===== src/rtl/adc_burst_sequencer.sv =====
// Sequences one asynchronous fill into the DDR3 write FIFO: a fill header, then per trigger
// a waveform header plus sample bursts, and finally an XOR checksum trailer.
module adc_burst_sequencer #(
    parameter int SAMPLE_W   = 12,
    parameter int NSAMP      = 8,
    parameter bit ASYNC_MODE = 1'b1,
    parameter int WFM_CNT_W  = 23
) (
    input  logic                          clk,
    input  logic                          rst,
    input  logic                          fill_start,
    input  logic                          fill_end,
    input  logic [23:0]                   fill_num,
    input  logic [1:0]                    fill_type,
    input  logic [11:0]                   channel_tag,
    input  logic [10:0]                   async_num_bursts,
    input  logic [11:0]                   async_pre_trig,
    input  logic [3:0]                    xadc_alarms,
    input  logic                          wfm_trig,
    input  logic [22:0]                   wfm_start_adr,
    input  logic [NSAMP*(SAMPLE_W+1)-1:0] s_dat,
    input  logic                          s_valid,
    output logic                          s_ready,
    output logic [131:0]                  out_dat,
    output logic                          out_valid,
    input  logic                          out_ready,
    output logic                          busy,
    output logic [WFM_CNT_W-1:0]          wfm_count,
    output logic [22:0]                   burst_count,
    output logic [15:0]                   missed_trig
);

    // Handshakes: a word moves when valid and ready are both high in the same cycle;
    // out_dat is held while out_valid=1 and out_ready=0.
    localparam int SLICE_W = SAMPLE_W + 1;

    typedef enum logic [2:0] {
        S_IDLE,
        S_FILL_HDR,
        S_WAIT_TRIG,
        S_WFM_HDR,
        S_DATA,
        S_CHECKSUM
    } state_t;

    state_t state, state_nxt;

    logic [23:0]  fill_num_r;
    logic [1:0]   fill_type_r;
    logic [11:0]  channel_tag_r;
    logic [10:0]  num_bursts_r;
    logic [11:0]  pre_trig_r;
    logic [22:0]  wfm_adr_r;
    logic         end_latched;
    logic         loaded;
    logic [10:0]  burst_left;
    logic [127:0] csum;

    logic         xfer;
    logic         can_load;
    logic         load;
    logic [131:0] load_dat;
    logic         fill_acc;
    logic         trig_acc;
    logic         wfm_done;
    logic         miss;

    logic [127:0]        fill_hdr;
    logic [127:0]        wfm_hdr;
    logic [127:0]        data_word;
    logic [22:0]         wfm_idx;
    logic [SAMPLE_W-1:0] samp;
    logic [NSAMP-1:0]    ovr_bits;
    logic                unused_ovr;

    assign xfer     = out_valid & out_ready;
    assign can_load = ~out_valid | out_ready;
    assign fill_acc = (state == S_IDLE) & fill_start;
    assign trig_acc = (state == S_WAIT_TRIG) & wfm_trig;
    assign miss     = wfm_trig & (state != S_WAIT_TRIG);
    assign wfm_done = (state == S_WFM_HDR) & loaded & xfer;
    assign busy     = (state != S_IDLE);
    assign wfm_idx  = 23'(wfm_count);

    always_comb begin
        fill_hdr = {2'b01, 4'b0, channel_tag_r, 83'b0, ASYNC_MODE, fill_type_r, fill_num_r};
        wfm_hdr  = {2'b01, 12'b0, xadc_alarms, channel_tag_r, 23'b0, wfm_idx,
                    wfm_adr_r, 3'b000, ASYNC_MODE, fill_type_r, pre_trig_r, num_bursts_r};
        data_word = '0;
        ovr_bits  = '0;
        samp      = '0;
        for (int i = 0; i < NSAMP; i++) begin
            samp        = s_dat[i*SLICE_W+1 +: SAMPLE_W];
            ovr_bits[i] = s_dat[i*SLICE_W];
            data_word[16*i +: 16] = {{(16-SAMPLE_W){samp[SAMPLE_W-1]}}, samp};
        end
    end

    // Over-range flags are carried on the stream but not stored.
    assign unused_ovr = ^ovr_bits;

    // Header/trailer states load exactly one word (tracked by loaded) and leave on its transfer.
    always_comb begin
        state_nxt = state;
        load      = 1'b0;
        load_dat  = '0;
        s_ready   = 1'b0;
        case (state)
            S_IDLE: begin
                if (fill_start) state_nxt = S_FILL_HDR;
            end
            S_FILL_HDR: begin
                if (!loaded && can_load) begin
                    load     = 1'b1;
                    load_dat = {4'd1, fill_hdr};
                end else if (loaded && xfer) begin
                    state_nxt = S_WAIT_TRIG;
                end
            end
            S_WAIT_TRIG: begin
                if (wfm_trig) state_nxt = S_WFM_HDR;
                else if (fill_end || end_latched) state_nxt = S_CHECKSUM;
            end
            S_WFM_HDR: begin
                if (!loaded && can_load) begin
                    load     = 1'b1;
                    load_dat = {4'd2, wfm_hdr};
                end else if (loaded && xfer) begin
                    state_nxt = (num_bursts_r == 11'd0) ? S_WAIT_TRIG : S_DATA;
                end
            end
            S_DATA: begin
                s_ready = can_load;
                if (s_valid && can_load) begin
                    load     = 1'b1;
                    load_dat = {4'd3, data_word};
                    if (burst_left == 11'd1)
                        state_nxt = end_latched ? S_CHECKSUM : S_WAIT_TRIG;
                end
            end
            S_CHECKSUM: begin
                // The last data word may transfer in the very cycle the trailer loads.
                if (!loaded && can_load) begin
                    load     = 1'b1;
                    load_dat = {4'd4, csum ^ (xfer ? out_dat[127:0] : 128'd0)};
                end else if (loaded && xfer) begin
                    state_nxt = S_IDLE;
                end
            end
            default: state_nxt = S_IDLE;
        endcase
    end

    always_ff @(posedge clk) begin
        if (rst) begin
            state  <= S_IDLE;
            loaded <= 1'b0;
        end else begin
            state <= state_nxt;
            if (state_nxt != state) loaded <= 1'b0;
            else if (load)          loaded <= 1'b1;
        end
    end

    always_ff @(posedge clk) begin
        if (rst) begin
            out_valid <= 1'b0;
            out_dat   <= '0;
        end else if (load) begin
            out_valid <= 1'b1;
            out_dat   <= load_dat;
        end else if (xfer) begin
            out_valid <= 1'b0;
        end
    end

    always_ff @(posedge clk) begin
        if (rst) begin
            fill_num_r    <= '0;
            fill_type_r   <= '0;
            channel_tag_r <= '0;
            num_bursts_r  <= '0;
            pre_trig_r    <= '0;
            wfm_adr_r     <= '0;
            end_latched   <= 1'b0;
            burst_left    <= '0;
            csum          <= '0;
            wfm_count     <= '0;
            burst_count   <= '0;
            missed_trig   <= '0;
        end else begin
            if (fill_acc) begin
                fill_num_r    <= fill_num;
                fill_type_r   <= fill_type;
                channel_tag_r <= channel_tag;
                num_bursts_r  <= async_num_bursts;
                pre_trig_r    <= async_pre_trig;
                end_latched   <= 1'b0;
                csum          <= '0;
                wfm_count     <= '0;
                burst_count   <= '0;
                missed_trig   <= '0;
            end else begin
                if (xfer) burst_count <= burst_count + 23'd1;
                if (xfer && !(state == S_CHECKSUM && loaded)) csum <= csum ^ out_dat[127:0];
                if (wfm_done) wfm_count <= wfm_count + WFM_CNT_W'(1);
                if (miss && missed_trig != 16'hFFFF) missed_trig <= missed_trig + 16'd1;
                if (fill_end && state inside {S_FILL_HDR, S_WAIT_TRIG, S_WFM_HDR, S_DATA})
                    end_latched <= 1'b1;
            end
            if (trig_acc) wfm_adr_r <= wfm_start_adr;
            if (wfm_done)                     burst_left <= num_bursts_r;
            else if (state == S_DATA && load) burst_left <= burst_left - 11'd1;
        end
    end

endmodule


===== config.mk =====
export PLATFORM = sky130hd
export DESIGN_NAME = adc_burst_sequencer
export DESIGN_NICKNAME = d
export VERILOG_FILES = /design/src/rtl/adc_burst_sequencer.sv
export SDC_FILE = /design/constraint.sdc
export NUM_CORES = 1
export LEC_CHECK = 0
export BUFFER_PORTS_ARGS = -buffer_cell sky130_fd_sc_hd__buf_2
export CORE_ASPECT_RATIO = 0.6
export CORE_MARGIN = 1.5
export CORE_UTILIZATION = 55
export CTS_CLUSTER_SIZE = 20
export DETAILED_ROUTE_END_ITERATION = 7
export PLACE_DENSITY = 0.88
export SLEW_MARGIN = 5
export SYNTH_ARGS = -nofsm -noshare
export SYNTH_HDL_FRONTEND = slang
export SYNTH_SLANG_ARGS = --single-unit

===== constraint.sdc =====
create_clock -name clk -period 4 [get_ports clk]
set_clock_uncertainty 0.1 [all_clocks]
set_input_delay 0.2 -clock clk [delete_from_list [all_inputs] [get_ports clk]]
set_output_delay 0.2 -clock clk [all_outputs]
set_load 0.01 [all_outputs]

# ---- Word level (Yosys, flattened, before mapping)
# Cells that the tools add are included.
dict set report totals {
  regBits 423
  input_bits 199
  output_inout_bits 197
}
dict set report classes {
  addsub 4
  eq_ne 9
  n_mux 28
  bitwise_logic 10
  n_reduce_logical 20
}
# cell count
set ops {}
lappend ops {{131-bit case mux with 4 select lines} 1}
lappend ops {{130-bit two-way mux} 2}
lappend ops {{128-bit XOR} 2}
lappend ops {{131-bit two-way mux} 1}
lappend ops {{129-bit two-way mux} 1}
lappend ops {{128-bit two-way mux} 1}
lappend ops {{23-bit by 1-bit adder with 23-bit output, second input constant} 2}
lappend ops {{3-bit two-way mux} 13}
lappend ops {{11-bit two-way mux} 2}
lappend ops {{3-bit case mux with 6 select lines} 1}
lappend ops {{16-bit by 1-bit adder with 16-bit output, second input constant} 1}
lappend ops {{16-bit != test, second input constant} 1}
lappend ops {{11-bit by 1-bit equality test with 1-bit output, second input constant} 1}
lappend ops {{11-bit zero test} 1}
lappend ops {{11-bit by 1-bit subtractor with 11-bit output, second input constant} 1}
lappend ops {{1-bit logical AND} 8}
lappend ops {{1-bit bitwise AND} 6}
lappend ops {{3-bit by 2-bit equality test with 1-bit output, second input constant} 2}
lappend ops {{3-bit equality test, second input constant} 2}
lappend ops {{1-bit two-way mux} 5}
lappend ops {{2-bit nonzero test} 2}
lappend ops {{4-bit nonzero test} 1}
lappend ops {{2-bit OR reduction} 2}
lappend ops {{3-bit by 1-bit equality test with 1-bit output, second input constant} 1}
lappend ops {{other kinds (10)} 11}

# ---- Logic depth before layout (Yosys ltp)
dict set report logic_depth {
  word_depth 8
  mapped_depth 8
}

# ---- Worst setup path before layout
# No wires, ideal clock.
dict set report synth_timing {
  path_type {reg2reg}
  from {reg burst_left[4]}
  to {reg loaded}
  setup_ns 0.136
  arrival_ns 2.079
  required_time_ns 3.764
  setup_slack_ns 1.685
  stages_incl_launch_ff 7
  path_buffers 1
  period_less_slack_ns 2.315
  path_cell_list {dfxtp_1 > or4_4 > or4_1 > buf_2 > o41a_1 > a32oi_1 > a211oi_1}
}
dict set report synth_via {
  elab_chain_len 6
}
# item line
set synth_rtl {}
lappend synth_rtl {{from (decl)} 56} ;# logic [10:0] burst_left;
lappend synth_rtl {{from (signal assigned)} 212} ;# if (wfm_done) burst_left <= num_bursts_r;
lappend synth_rtl {{from (signal assigned)} 213} ;# else if (state == S_DATA && load) burst_left <= burst_left - 11'd1;
lappend synth_rtl {{11-bit by 1-bit equality test with 1-bit output} 137} ;# if (burst_left == 11'd1)
lappend synth_rtl {{3-bit two-way mux} 137}
lappend synth_rtl {{3-bit two-way mux} 134} ;# if (s_valid && can_load) begin
lappend synth_rtl {{3-bit case mux with 6 select lines} 108} ;# case (state)
lappend synth_rtl {{3-bit != test} 160} ;# if (state_nxt != state) loaded <= 1'b0;
lappend synth_rtl {{2-bit OR reduction (no line)} n/a}
lappend synth_rtl {{to (signal assigned)} 157} ;# loaded <= 1'b0;
lappend synth_rtl {{to (signal assigned)} 160}
lappend synth_rtl {{to (signal assigned)} 161} ;# else if (load) loaded <= 1'b1;
lappend synth_rtl {{to (decl)} 55} ;# logic loaded;
# No other way between the ends.
# A chain may end at the register's enable or synchronous reset.

# ---- Worst setup path in the final report
dict set report layout_timing {
  from {reg state[2]}
  to {reg out_dat[0]}
}
dict set report layout_via {
  elab_chain_len 3
  elab_cells_between_ends 7
  classes_between {eq/ne (4); mux (2); reduce/logical (1)}
}
# item line
set layout_rtl {}
lappend layout_rtl {{from (decl)} 46} ;# state_t state, state_nxt;
lappend layout_rtl {{from (signal assigned)} 159} ;# state <= state_nxt;
lappend layout_rtl {{3-bit equality test, or another cell as far along} 108}
lappend layout_rtl {{3-bit OR reduction (no line)} n/a}
lappend layout_rtl {{1-bit case mux with 2 select lines} 108}
lappend layout_rtl {{to (signal assigned)} 171} ;# out_dat <= load_dat;
lappend layout_rtl {{to (decl)} 24} ;# output logic [131:0] out_dat,
# Several ways; a longest one is shown, not always the timed one.

==> impl_metrics.csv <==
group,metric,value,unit
status,status,"complete, no violations",
die,initial_core_util,55.8,%
timing,fmaxAchievable,0.297,GHz
clock_tree,cts.reportedPaths.clkPinSlew,0.07,ns
critical_path,regToRegSetupSlack,0.64,ns
cells_and_area,layout_common_cells,"nand2_1, dfxtp_1, buf_2",
critical_path,crit-reg2reg-launch,"state[2]",
timing,relSlewSlack,9.53,%
die,coreArea,33700,µm²
flow_run,maxCapViolCount,0,
synth,synth_area_leaders,"dfxtp_1, nand2_1, xnor2_1",
power,power.density,400,nW/µm²
timing,setup_tns,0,ns
synth,synth_top_flop_cell,"dfxtp_1",
timing,rsz0062_at_grt,"no",
clock_tree,cts_made_buffers,40,
timing,finalCriticalPeriod,3.36,ns
synth,netlist.area_leader.share,45.0,%
critical_path,worst_setup_path_start_kind,"flop",
timing,worst_pin_slew,1.36,ns
timing,final.period_utilization,84.1,%
die,die_h,146,µm
min_path,holdCritStartpoint,"s_dat[73]",
die,pin_count,396,
power,power,9.76,mW
critical_path,crit_end,"out_dat[0]",
synth,yosysWarnings,0,
global_route,track_usage,36.5,%
die,rows,52,
min_path,hp-class,"in -> reg",
place,placed_cells,3041,
place,port_buffers,386,
synth,synth_area_leader_cell,"dfxtp_1",
clock_tree,htree_levels,2,
clock_tree,clockBufferDepth,3,
synth,synth_cells,2334,
critical_path,reg2regPathDepth,7,
die,die_w,242,µm
synth,syn_area,18800,µm²
global_route,grt_pass1_wl,105,mm
timing,hold_viol,0,
place,detailed_place.area,21000,µm²
power,max-vdd-ir-drop,0.373,mV
cells_and_area,drive_gt1_share,17.6,%
critical_path,cp_data_arrival_time,3.69,ns
routing,via_count,20038,
synth,yosysSeqAreaShare,45.0,%
clock_tree,postCtsSetupBuffers,0,
synth,ys_ff_latch,422,
clock_tree,cts_root_buf,"clkbuf_16",
cells_and_area,syn_to_final_growth,29.7,%
synth,synth_edf_count,0,
synth,syn_nets,2538,
power,power.leakage,9.27,nW
die,die_area,35300,µm²
global_route,grt_max_degree,185,
global_route,antenna_found_initial,5,
synth,avgSynthCellArea,8.05,µm²
timing,report.final.setup_viol,0,
critical_path,required,4.33,ns
synth,synth-async-reset-ratio,0,%
critical_path,end_kind,"flop",
clock_tree,cts_sinks,422,
cells_and_area,final_cells,3313,
critical_path,critical_path_class,"reg -> reg",
critical_path,r2r_end,"out_dat[0]",
routing,drc_errors,0,
synth,synthDistinctLibCells,52,
cells_and_area,nNetsFinal,3024,
critical_path,critPathMaxFanout,35,
routing,drtIter0Drc,2365,
routing,viasPerCell,6.05,
routing,routed_wl,66.4,mm
clock_tree,cts_tree,"built",
routing,wl_per_cell,20.0,µm
global_route,grt_pass1_vias,20069,
routing,ant_nets,0,
timing,final_max_slew_viol_count,0,
routing,first_pass_iters,7,
critical_path,crit_start,"state[2]",
place,place_congestion,0.878,
place,place_hpwl,37.5,mm
global_route,grt_overflow,0,
cells_and_area,fin_area,24400,µm²
cells_and_area,final_common_cell,"nand2_1",
cells_and_area,n_fill_cell,2329,
clock_tree,clk_latency,0.56,ns
==> per-layer routing <==
metal	GRT usage (%)	part of all wire, %
met1	44.6	37
met5	0	0
met2	58.7	46
met4	20.8	5.7
met3	9.69	11
==> area by class of cell <==
class | count | area [µm²] | area share [%]
multi-input cells | 1738 | 9760 | 40.0
flip-flops and latches | 422 | 8450 | 34.6
inverters | 11 | 41.3 | 0.169
clock buffers | 57 | 1220 | 4.99
well taps | 459 | 574 | 2.36
clock inverters | 13 | 176 | 0.724
repair buffers | 607 | 4150 | 17.0
diodes | 6 | 15.0 | 0.0616
==> Yosys cell counts (4+ instances only) <==
library cell and number:
o21a_1 7, o21ai_0 71, ha_1 5, and3_1 9, nor2_1 299, nand4_1 19
and4_1 7, nand3_1 28, a21oi_1 137, nor4_1 9, a31oi_1 27, a22oi_1 105
inv_1 11, clkbuf_1 147, dfxtp_1 422, nand2b_1 4, or3_1 7, a211oi_1 68
xnor2_1 164, nor3_1 54, buf_1 14, a222oi_1 8, xor2_1 145, and2_1 8
nor2b_1 4, a221oi_1 14, or2_2 4, nand2_1 502
==> logic make-up after synthesis <==
group | count (synthesis) | synth area share, %
other cells | 1 | 0.0200
flops | 422 | 45.0
simple gates | 969 | 21.3
mux | 2 | 0.113
xor+xnor | 309 | 14.4
compound gates | 452 | 15.4
buf+inv | 174 | 3.50
fa+ha+maj | 5 | 0.333
==> worst max-delay path, cell delays in order (launching register included) <==
cell	delay, ns
dfxtp_1	0.63
nor3b_1	0.55
nand3_4	0.10
buf_4	0.23
and2_2	0.52
a22oi_1	0.37
a31oi_1	0.13
dlygate4sd3_1	0.57
==> per-stage QoR <==
stage / setup WS, ns / util, % / hold WS, ns
floorplan: 1.68 / - / 0.236
global placement: 1.33 / 62.3 / 0.339
detailed placement: 1.14 / 62.3 / 0.346
CTS: 0.832 / 72.3 / 0.0112
global route: 0.544 / 72.3 / 0.0400
finish: 0.637 / 72.3 / 0.0277
==> flip-flops by register name, indices dropped and copies added (netlist names), 3 cells and up <==
register,flops
burst_count,23
pre_trig_r,12
csum,128
out_dat,131
missed_trig,16
fill_num_r,24
wfm_count,23
wfm_adr_r,23
state,3
channel_tag_r,12
num_bursts_r,11
burst_left,11
==> worst min-delay path by stage <==
stage               depth (start not counted)             end
floorplan                                   2   fill_num_r[0]
global placement                            3  fill_num_r[19]
detailed placement                          3   wfm_adr_r[13]
CTS                                         3     out_dat[87]
global route                                3     out_dat[25]
finish                                      3     out_dat[87]
==> where the power goes <==
part / internal, mW / leakage (nW) / switching [mW]
registers: 4.36 / 3.43 / 0.167
clock network: 2.38 / 0.695 / 1.72
logic: 0.458 / 5.15 / 0.678
==> timing repair <==
action / 4_1_cts / 5_1_grt
hold buffers: 196 / 0
endpoints found under the hold margin: 189 / 0
gates resized for setup: 0 / 0
(Power assumes the default switching activity.)
